`src/rtl/trap_pkg.sv`:
```
// Shared types and constants for the trap sequencer.
// No logic here; latency/backpressure are properties of the modules that import it.
package trap_pkg;

  typedef enum logic [2:0] {
    ST_IDLE,
    ST_CAPTURE,
    ST_FETCH,
    ST_REDIRECT,
    ST_RETURN,
    ST_HALT
  } trap_state_t;

  localparam int CAUSE_ILLEGAL  = 0;
  localparam int CAUSE_OVERFLOW = 1;
  localparam int CAUSE_MISALIGN = 2;
  localparam int CAUSE_EXT      = 3;

  localparam longint unsigned TRAP_VEC_BASE = 64'd254;

endpackage

```
`src/rtl/trap_prio_enc.sv`:
```
// Lowest-index-first priority encoder over the trap request lines.
// Latency: combinational; no backpressure, vld simply mirrors |req.
module trap_prio_enc #(
  parameter int N  = 4,
  parameter int IW = (N > 1) ? $clog2(N) : 1
) (
  input  logic [N-1:0]  req,
  output logic [IW-1:0] idx,
  output logic          vld
);

  always_comb begin
    idx = '0;
    vld = |req;
    // Walk downwards so the lowest set index is the last to write idx.
    for (int i = N - 1; i >= 0; i--) begin
      if (req[i]) idx = IW'(i);
    end
  end

endmodule

```
`src/rtl/trap_sequencer.sv`:
```
// Trap sequencer: captures cause/EPC, fetches the handler vector, redirects PC, handles return.
// Latency: pc_load 3 edges after acceptance plus memory waits; stalls on mem_ready, halts after TIMEOUT FETCH cycles.
module trap_sequencer
  import trap_pkg::*;
#(
  parameter int              XLEN      = 64,
  parameter int              N_CAUSES  = 4,
  parameter logic [XLEN-1:0] VEC_BASE  = XLEN'(TRAP_VEC_BASE),
  parameter int              VEC_BYTES = 1,
  parameter int              TIMEOUT   = 15
) (
  input  logic                        clk,
  input  logic                        reset,
  input  logic                        ctrl_idle,
  input  logic [N_CAUSES-1:0]         trap_req,
  input  logic                        trap_ret,
  input  logic [XLEN-1:0]             pc_in,
  input  logic [XLEN-1:0]             mem_rdata,
  input  logic                        mem_ready,
  output logic                        mem_req,
  output logic [XLEN-1:0]             mem_addr,
  output logic                        pc_load,
  output logic [XLEN-1:0]             pc_target,
  output logic                        trap_active,
  output logic                        in_handler,
  output logic [$clog2(N_CAUSES)-1:0] cause,
  output logic [XLEN-1:0]             epc,
  output logic                        double_fault
);

  localparam int CW    = $clog2(N_CAUSES);
  localparam int TW    = $clog2(TIMEOUT + 1);
  localparam int VBITS = (VEC_BYTES * 8 < XLEN) ? VEC_BYTES * 8 : XLEN;
  localparam logic [XLEN-1:0] VEC_MASK = {XLEN{1'b1}} >> (XLEN - VBITS);

  trap_state_t     stateQ, stateNext;
  logic [CW-1:0]   causeQ;
  logic [XLEN-1:0] epcQ;
  logic [XLEN-1:0] memAddrQ;
  logic [XLEN-1:0] vectorQ;
  logic [TW-1:0]   waitCnt;
  logic            inHandlerQ;
  logic [CW-1:0]   encIdx;
  logic            encVld;
  logic            latchTrap;

  trap_prio_enc #(
    .N  (N_CAUSES),
    .IW (CW)
  ) u_prio (
    .req (trap_req),
    .idx (encIdx),
    .vld (encVld)
  );

  always_comb begin
    stateNext = stateQ;
    latchTrap = 1'b0;
    case (stateQ)
      ST_IDLE: begin
        // A new trap outranks a return; inside a handler it is fatal.
        if (ctrl_idle && encVld) begin
          if (!inHandlerQ) begin
            stateNext = ST_CAPTURE;
            latchTrap = 1'b1;
          end else begin
            stateNext = ST_HALT;
          end
        end else if (trap_ret && inHandlerQ) begin
          stateNext = ST_RETURN;
        end
      end
      ST_CAPTURE:  stateNext = ST_FETCH;
      ST_FETCH: begin
        // The TIMEOUT-th FETCH cycle still accepts mem_ready.
        if (mem_ready) begin
          stateNext = ST_REDIRECT;
        end else if (waitCnt == TW'(TIMEOUT - 1)) begin
          stateNext = ST_HALT;
        end
      end
      ST_REDIRECT: stateNext = ST_IDLE;
      ST_RETURN:   stateNext = ST_IDLE;
      ST_HALT:     stateNext = ST_HALT;
      default:     stateNext = ST_IDLE;
    endcase
  end

  always_ff @(posedge clk or negedge reset) begin
    if (!reset) begin
      stateQ     <= ST_IDLE;
      causeQ     <= '0;
      epcQ       <= '0;
      memAddrQ   <= '0;
      vectorQ    <= '0;
      waitCnt    <= '0;
      inHandlerQ <= 1'b0;
    end else begin
      stateQ <= stateNext;
      case (stateQ)
        ST_IDLE: begin
          if (latchTrap) begin
            causeQ <= encIdx;
            epcQ   <= pc_in;
          end
        end
        ST_CAPTURE: begin
          memAddrQ <= VEC_BASE + XLEN'(causeQ) * XLEN'(VEC_BYTES);
          waitCnt  <= '0;
        end
        ST_FETCH: begin
          if (mem_ready) begin
            vectorQ <= mem_rdata & VEC_MASK;
          end else begin
            waitCnt <= waitCnt + TW'(1);
          end
        end
        ST_REDIRECT: inHandlerQ <= 1'b1;
        ST_RETURN:   inHandlerQ <= 1'b0;
        default: ;
      endcase
    end
  end

  always_comb begin
    pc_target = '0;
    case (stateQ)
      ST_REDIRECT: pc_target = vectorQ;
      ST_RETURN:   pc_target = epcQ;
      default:     pc_target = '0;
    endcase
  end

  assign trap_active  = (stateQ != ST_IDLE);
  assign mem_req      = (stateQ == ST_FETCH);
  assign pc_load      = (stateQ == ST_REDIRECT) || (stateQ == ST_RETURN);
  assign double_fault = (stateQ == ST_HALT);
  assign mem_addr     = memAddrQ;
  assign in_handler   = inHandlerQ;
  assign cause        = causeQ;
  assign epc          = epcQ;

endmodule

```
`config.mk`:
```
export PLATFORM = sky130hd
export DESIGN_NAME = trap_sequencer
export DESIGN_NICKNAME = d
export VERILOG_FILES = /design/src/rtl/trap_pkg.sv /design/src/rtl/trap_prio_enc.sv /design/src/rtl/trap_sequencer.sv
export SDC_FILE = /design/constraint.sdc
export NUM_CORES = 1
export LEC_CHECK = 0
export CAP_MARGIN = 20
export CORE_AREA = 2 2 130 132
export CTS_CLUSTER_SIZE = 24
export DETAILED_ROUTE_END_ITERATION = 10
export DIE_AREA = 0 0 132 134
export PLACE_DENSITY = 0.66
export SETUP_SLACK_MARGIN = 0.05
export SLEW_MARGIN = 20
export SYNTH_ARGS = -nofsm -noshare
export SYNTH_HDL_FRONTEND = slang
export SYNTH_SLANG_ARGS = --single-unit
export TNS_END_PERCENT = 10
```
`constraint.sdc`:
```
create_clock -name clk -period 2.5 [get_ports clk]
set_input_delay 0.375 -clock clk [delete_from_list [all_inputs] [get_ports clk]]
set_output_delay 0.375 -clock clk [all_outputs]
set_load 0.05 [all_outputs]
```
# After elaboration in Yosys (flattened, before gate mapping)
# Cells that the tools add are included.
[word_totals] ff_bits=146 wordCells=47
[classes] addsub=2 n_eq_ne=9 muxes=17 n_reduce_logical=12
[ops] cell="$pmux W64 S2" count=1
[ops] cell="$mux W3" count=5
[ops] cell="$pmux W3 S4" count=1
[ops] cell="$add A8 B2 Y9 const A" count=1
[ops] cell="$mux W2" count=4
[ops] cell="$pmux W4 S2" count=1
[ops] cell="$reduce_and A2 Y1" count=4
[ops] cell="$eq A3 B2 Y1 const B" count=2
[ops] cell="$eq A3 B3 Y1 const B" count=2
[ops] cell="$add A4 B1 Y4 const B" count=1
[ops] cell="$eq A4 B4 Y1 const B" count=1
[ops] cell="$mux W4" count=1
[ops] cell="$reduce_bool A2 Y1" count=2
[ops] cell="$reduce_or A4 Y1" count=1
[ops] cell="$eq A3 B1 Y1 const B" count=1
[ops] cell="$logic_not A3 Y1" count=1
[ops] cell="$mux W1" count=3
[ops] cell="$ne A3 B2 Y1 const B" count=1
[ops] cell="$ne A3 B3 Y1 const B" count=1
[ops] cell="$reduce_bool A3 Y1" count=1
[ops] cell="$logic_and A1 B1 Y1" count=2
[ops] cell="$ne A2 B2 Y1 const B" count=1
[ops] cell="$pmux W1 S2" count=1
[ops] cell="$logic_or A1 B1 Y1" count=1

# Logic depth before layout (Yosys ltp)
[logic_depth] ltp_word=5 depth_mapped=6

# Hierarchy
# A second synthesis with hierarchy kept.
[hier_totals] hier_cells=357 hier_area_um2=4310.4
[modules_own_cells] module="trap_sequencer" n_inst=1 cells_each=350 area_per_inst_um2=4275.4 seq_area_each_um2=2127.0
[modules_own_cells] module="trap_prio_enc" n_inst=1 cells_each=7 area_per_inst_um2=35.0 seq_area_each_um2=0.0

# Worst setup path after synthesis
# Ideal clock, no wire load.
[synth_timing] kind="flip-flop to flip-flop" from="register stateQ[1]" to="register epcQ[28] (netlist: epc[28])" t_arrival_ps=2072 slack_ps=304 path_stages_with_launch=7 path_buffers=3 period_less_slack_ps=2196 path_cell_list="dfrtp_1 buf_2 or3_1 buf_2 nor3_4 buf_6 mux2_2"
[synth_via] elab_chain_len=3
[synth_rtl] item="start: declaration" line="trap_sequencer.sv:36" rtl="trap_state_t stateQ, stateNext;"
[synth_rtl] item="start signal: assignment" line="trap_sequencer.sv:99" rtl="stateQ <= stateNext;"
[synth_rtl] item="$logic_not A3 Y1 (*)" line="trap_sequencer.sv:59, trap_sequencer.sv:100"
[synth_rtl] item="$mux W1" line="trap_sequencer.sv:59" rtl="case (stateQ)"
[synth_rtl] item="$reduce_and A2 Y1 (no line) (*)"
[synth_rtl] item="end signal: assignment" line="trap_sequencer.sv:104" rtl="epcQ <= pc_in;"
[synth_rtl] item="end: declaration" line="trap_sequencer.sv:38" rtl="logic [XLEN-1:0] epcQ;"
# Every way passes the cells marked *; elsewhere a longest branch is shown, timed or not.
# A chain may end at the register's enable or synchronous reset.

# Worst setup path after layout
[layout_timing] from="register stateQ[0]" to="output double_fault"
[layout_via] elab_chain_len=1
[layout_rtl] item="$eq A3 B3 Y1" line="trap_sequencer.sv:137" rtl="assign double_fault = (stateQ == ST_HALT);"
[layout_rtl] item="end: declaration" line="trap_sequencer.sv:28" rtl="output logic double_fault"
# No other way between the ends.

==> impl_metrics.json <==
{
  "outcome": "completed",
  "postCtsSetupBuffers": 0,
  "drt_iter0_markers": 94,
  "period_share_pct": 93.4,
  "async_flop_share_pct": 100,
  "period_needed_ps": 2330,
  "r2r-end": "epc[10]$_DFFE_PN0P_",
  "hold_violations": 0,
  "cts_buffers": 9,
  "wl_um": 11800,
  "final_util_pct": 44.5,
  "syn_avg_cell_area_sq_um": 12.0,
  "die_h_um": 134,
  "viasPerCell": 4.18,
  "synth_seq_cells": 85,
  "synth_flop_cell": "dfrtp_1",
  "max_slew_margin_pct": 56.0,
  "p_comb_share_pct": 63.7,
  "grt-ovfl-total": 0,
  "cts_tree": "built",
  "synth.distinct_cells": 37,
  "floorplan.die_area_sq_um": 17700,
  "synthCells": 359,
  "die_x_um": 132,
  "total_power_mw": 11.0,
  "tns_ps": 0,
  "clk_path_buf_depth": 2,
  "initial_core_util_pct": 26.4,
  "pin_count": 336,
  "clkTransAtPathRegs_ps": 70,
  "p_seq_share_pct": 23.8,
  "via_count": 3336,
  "crit_required_ps": 2120,
  "cts-htree-levels": 3,
  "cp-start-kind": "flop",
  "placed_area_sq_um": 6940,
  "grt_pass1_wl_um": 18500,
  "grt_pass1_vias": 3530,
  "switchingPower_mw": 5.47,
  "slew_violations": 0,
  "final_nets": 713,
  "critPathKind": "reg2out",
  "grt_max_degree": 47,
  "switching_share_pct": 49.6,
  "skew_ps": 6.97,
  "synth_edf_count": 0,
  "ff2ff_setup_slack_ps": 360,
  "fmax_ghz": 0.428,
  "syn_area_sq_um": 4300,
  "area_growth_pct": 68.7,
  "dp_hpwl_um": 9060,
  "crit_path_max_fanout": 9,
  "rows": 47,
  "clock_latency_ps": 340,
  "ant_nets": 0,
  "rsz0062_at_grt": "no",
  "diodes": 0,
  "setup_viol": 0,
  "final_common_cell": "clkdlybuf4s50_1",
  "reg2reg_depth": 4,
  "layout_common_cells": "clkdlybuf4s50_1 (156), dfrtp_1 (85), mux2_2 (69), and2_1 (56), conb_1 (55)",
  "yosysSeqAreaShare_pct": 49.4,
  "p_int_mw": 5.56,
  "antenna_found_initial": 0,
  "holdWs_ps": 32.5,
  "r2r_start": "stateQ[1]$_DFFE_PN0P_",
  "hold_path.class": "in2async",
  "drc": 0,
  "tightest_slew_ps": 651,
  "firstDrtPassIters": 4,
  "peakVddDrop_mv": 0.957,
  "yosysWarnings": 0,
  "grt.total_usage_pct": 13.4,
  "placement.io_buffers": 224,
  "gp_congestion": 0.758,
  "endpoint_kind": "output pin",
  "wl_per_cell_um": 14.7,
  "cap_violations": 0,
  "ys_top_cells_by_area": "dfrtp_1 (49%), mux2_2 (18%), buf_4 (11%), and2_1 (8.1%), a22o_1 (1.6%)",
  "fin_area_sq_um": 7260,
  "fp.coreArea_sq_um": 16300,
  "cp.arrival_ps": 1960,
  "drive_gt1_share_pct": 28.0,
  "p_leak_nw": 3.13,
  "cts.sinks": 85,
  "clockPowerShare_pct": 12.5,
  "synth_top_cell_by_area": "dfrtp_1",
  "p_per_area_nw_per_um2": 1520,
  "synth_top_cell_area_share_pct": 49.4,
  "clockRootBuffer": "clkbuf_16"
}
[power by group through the flow]
stage	clock, mW	combinational [mW]	sequential, mW
3_5_place_dp	0	7.10	2.65
5_1_grt	1.49	7.30	2.74
3_3_place_gp	0	7.04	2.60
6_report	1.37	7.03	2.63
4_1_cts	1.43	7.10	2.64
2_1_floorplan	0	2.68	4.52
[cells by family after synthesis]
kind of cell	synth area share, %
other cells	0.0872
flops	49.4
mux	19.8
buf+inv	13.8
simple gates	12.5
fa+ha+maj	0.582
compound gates	3.81
[layer usage]
metal  GRT usage, %  vias up  routed length (um)
li1               -     1525                   -
met5              0        -                   0
met1           14.9     1598                4530
met2           22.6      200                5740
met3           6.39       13                1320
met4           4.71        0                 179
[metrics by stage]
stage                     instances  setup WS [ps]
after floorplan                 413            304
after global placement          783            319
after detailed placement        783            292
after CTS                       799            157
after global routing            799           54.5
final                           799            166
[registers in the layout, summed over array words and instances (netlist names)]
signal,cells
waitCnt,4
epc,64
mem_addr,3
stateQ,3
vectorQ,8
in_handler,1
cause,2
[cell usage after synthesis, types with 3 or more instances]
library cell  number
mux2_2            69
inv_1              4
buf_4             61
nand2_1            8
dfrtp_1           85
mux2_1             5
nor2_1             7
buf_6              6
and2_1            56
nand3_1            3
a22o_1             8
o21ai_0            6
clkbuf_1          11
[what timing repair did]
action	CTS	global route
setup endpoints to repair	1	1
gates resized for setup	1	1
pin swaps	0	0
hold buffers	0	0
[layout make-up]
type | count | area (sq um)
sequential | 85 | 2130
multi-input combinational | 244 | 1790
clock inverter | 5 | 58.8
timing repair buffer | 230 | 2740
clock buffer | 11 | 253
fill | 1504 | 9030
inverter | 4 | 15.0
tap | 220 | 275
[worst max-delay path, cell delays in order (launching register included)]
cell,delay [ps]
dfrtp_1,490
nand2_1,120
nor2_1,180
clkdlybuf4s50_1,840
[worst max path at each step]
stage / startpoint / end / slack (ps) / depth (start not counted)
3_3_place_gp: trap_req[1] / epc[43]$_DFFE_PN0P_ / 320 / 6
5_1_grt: stateQ[0]$_DFFE_PN0P_ / double_fault / 50 / 3
3_5_place_dp: trap_req[1] / epc[43]$_DFFE_PN0P_ / 290 / 6
6_report: stateQ[0]$_DFFE_PN0P_ / double_fault / 170 / 3
2_1_floorplan: stateQ[1]$_DFFE_PN0P_ / epc[28]$_DFFE_PN0P_ / 300 / 6
4_1_cts: stateQ[0]$_DFFE_PN0P_ / mem_req / 160 / 4
No activity file was read; power rests on OpenSTA's default activity.
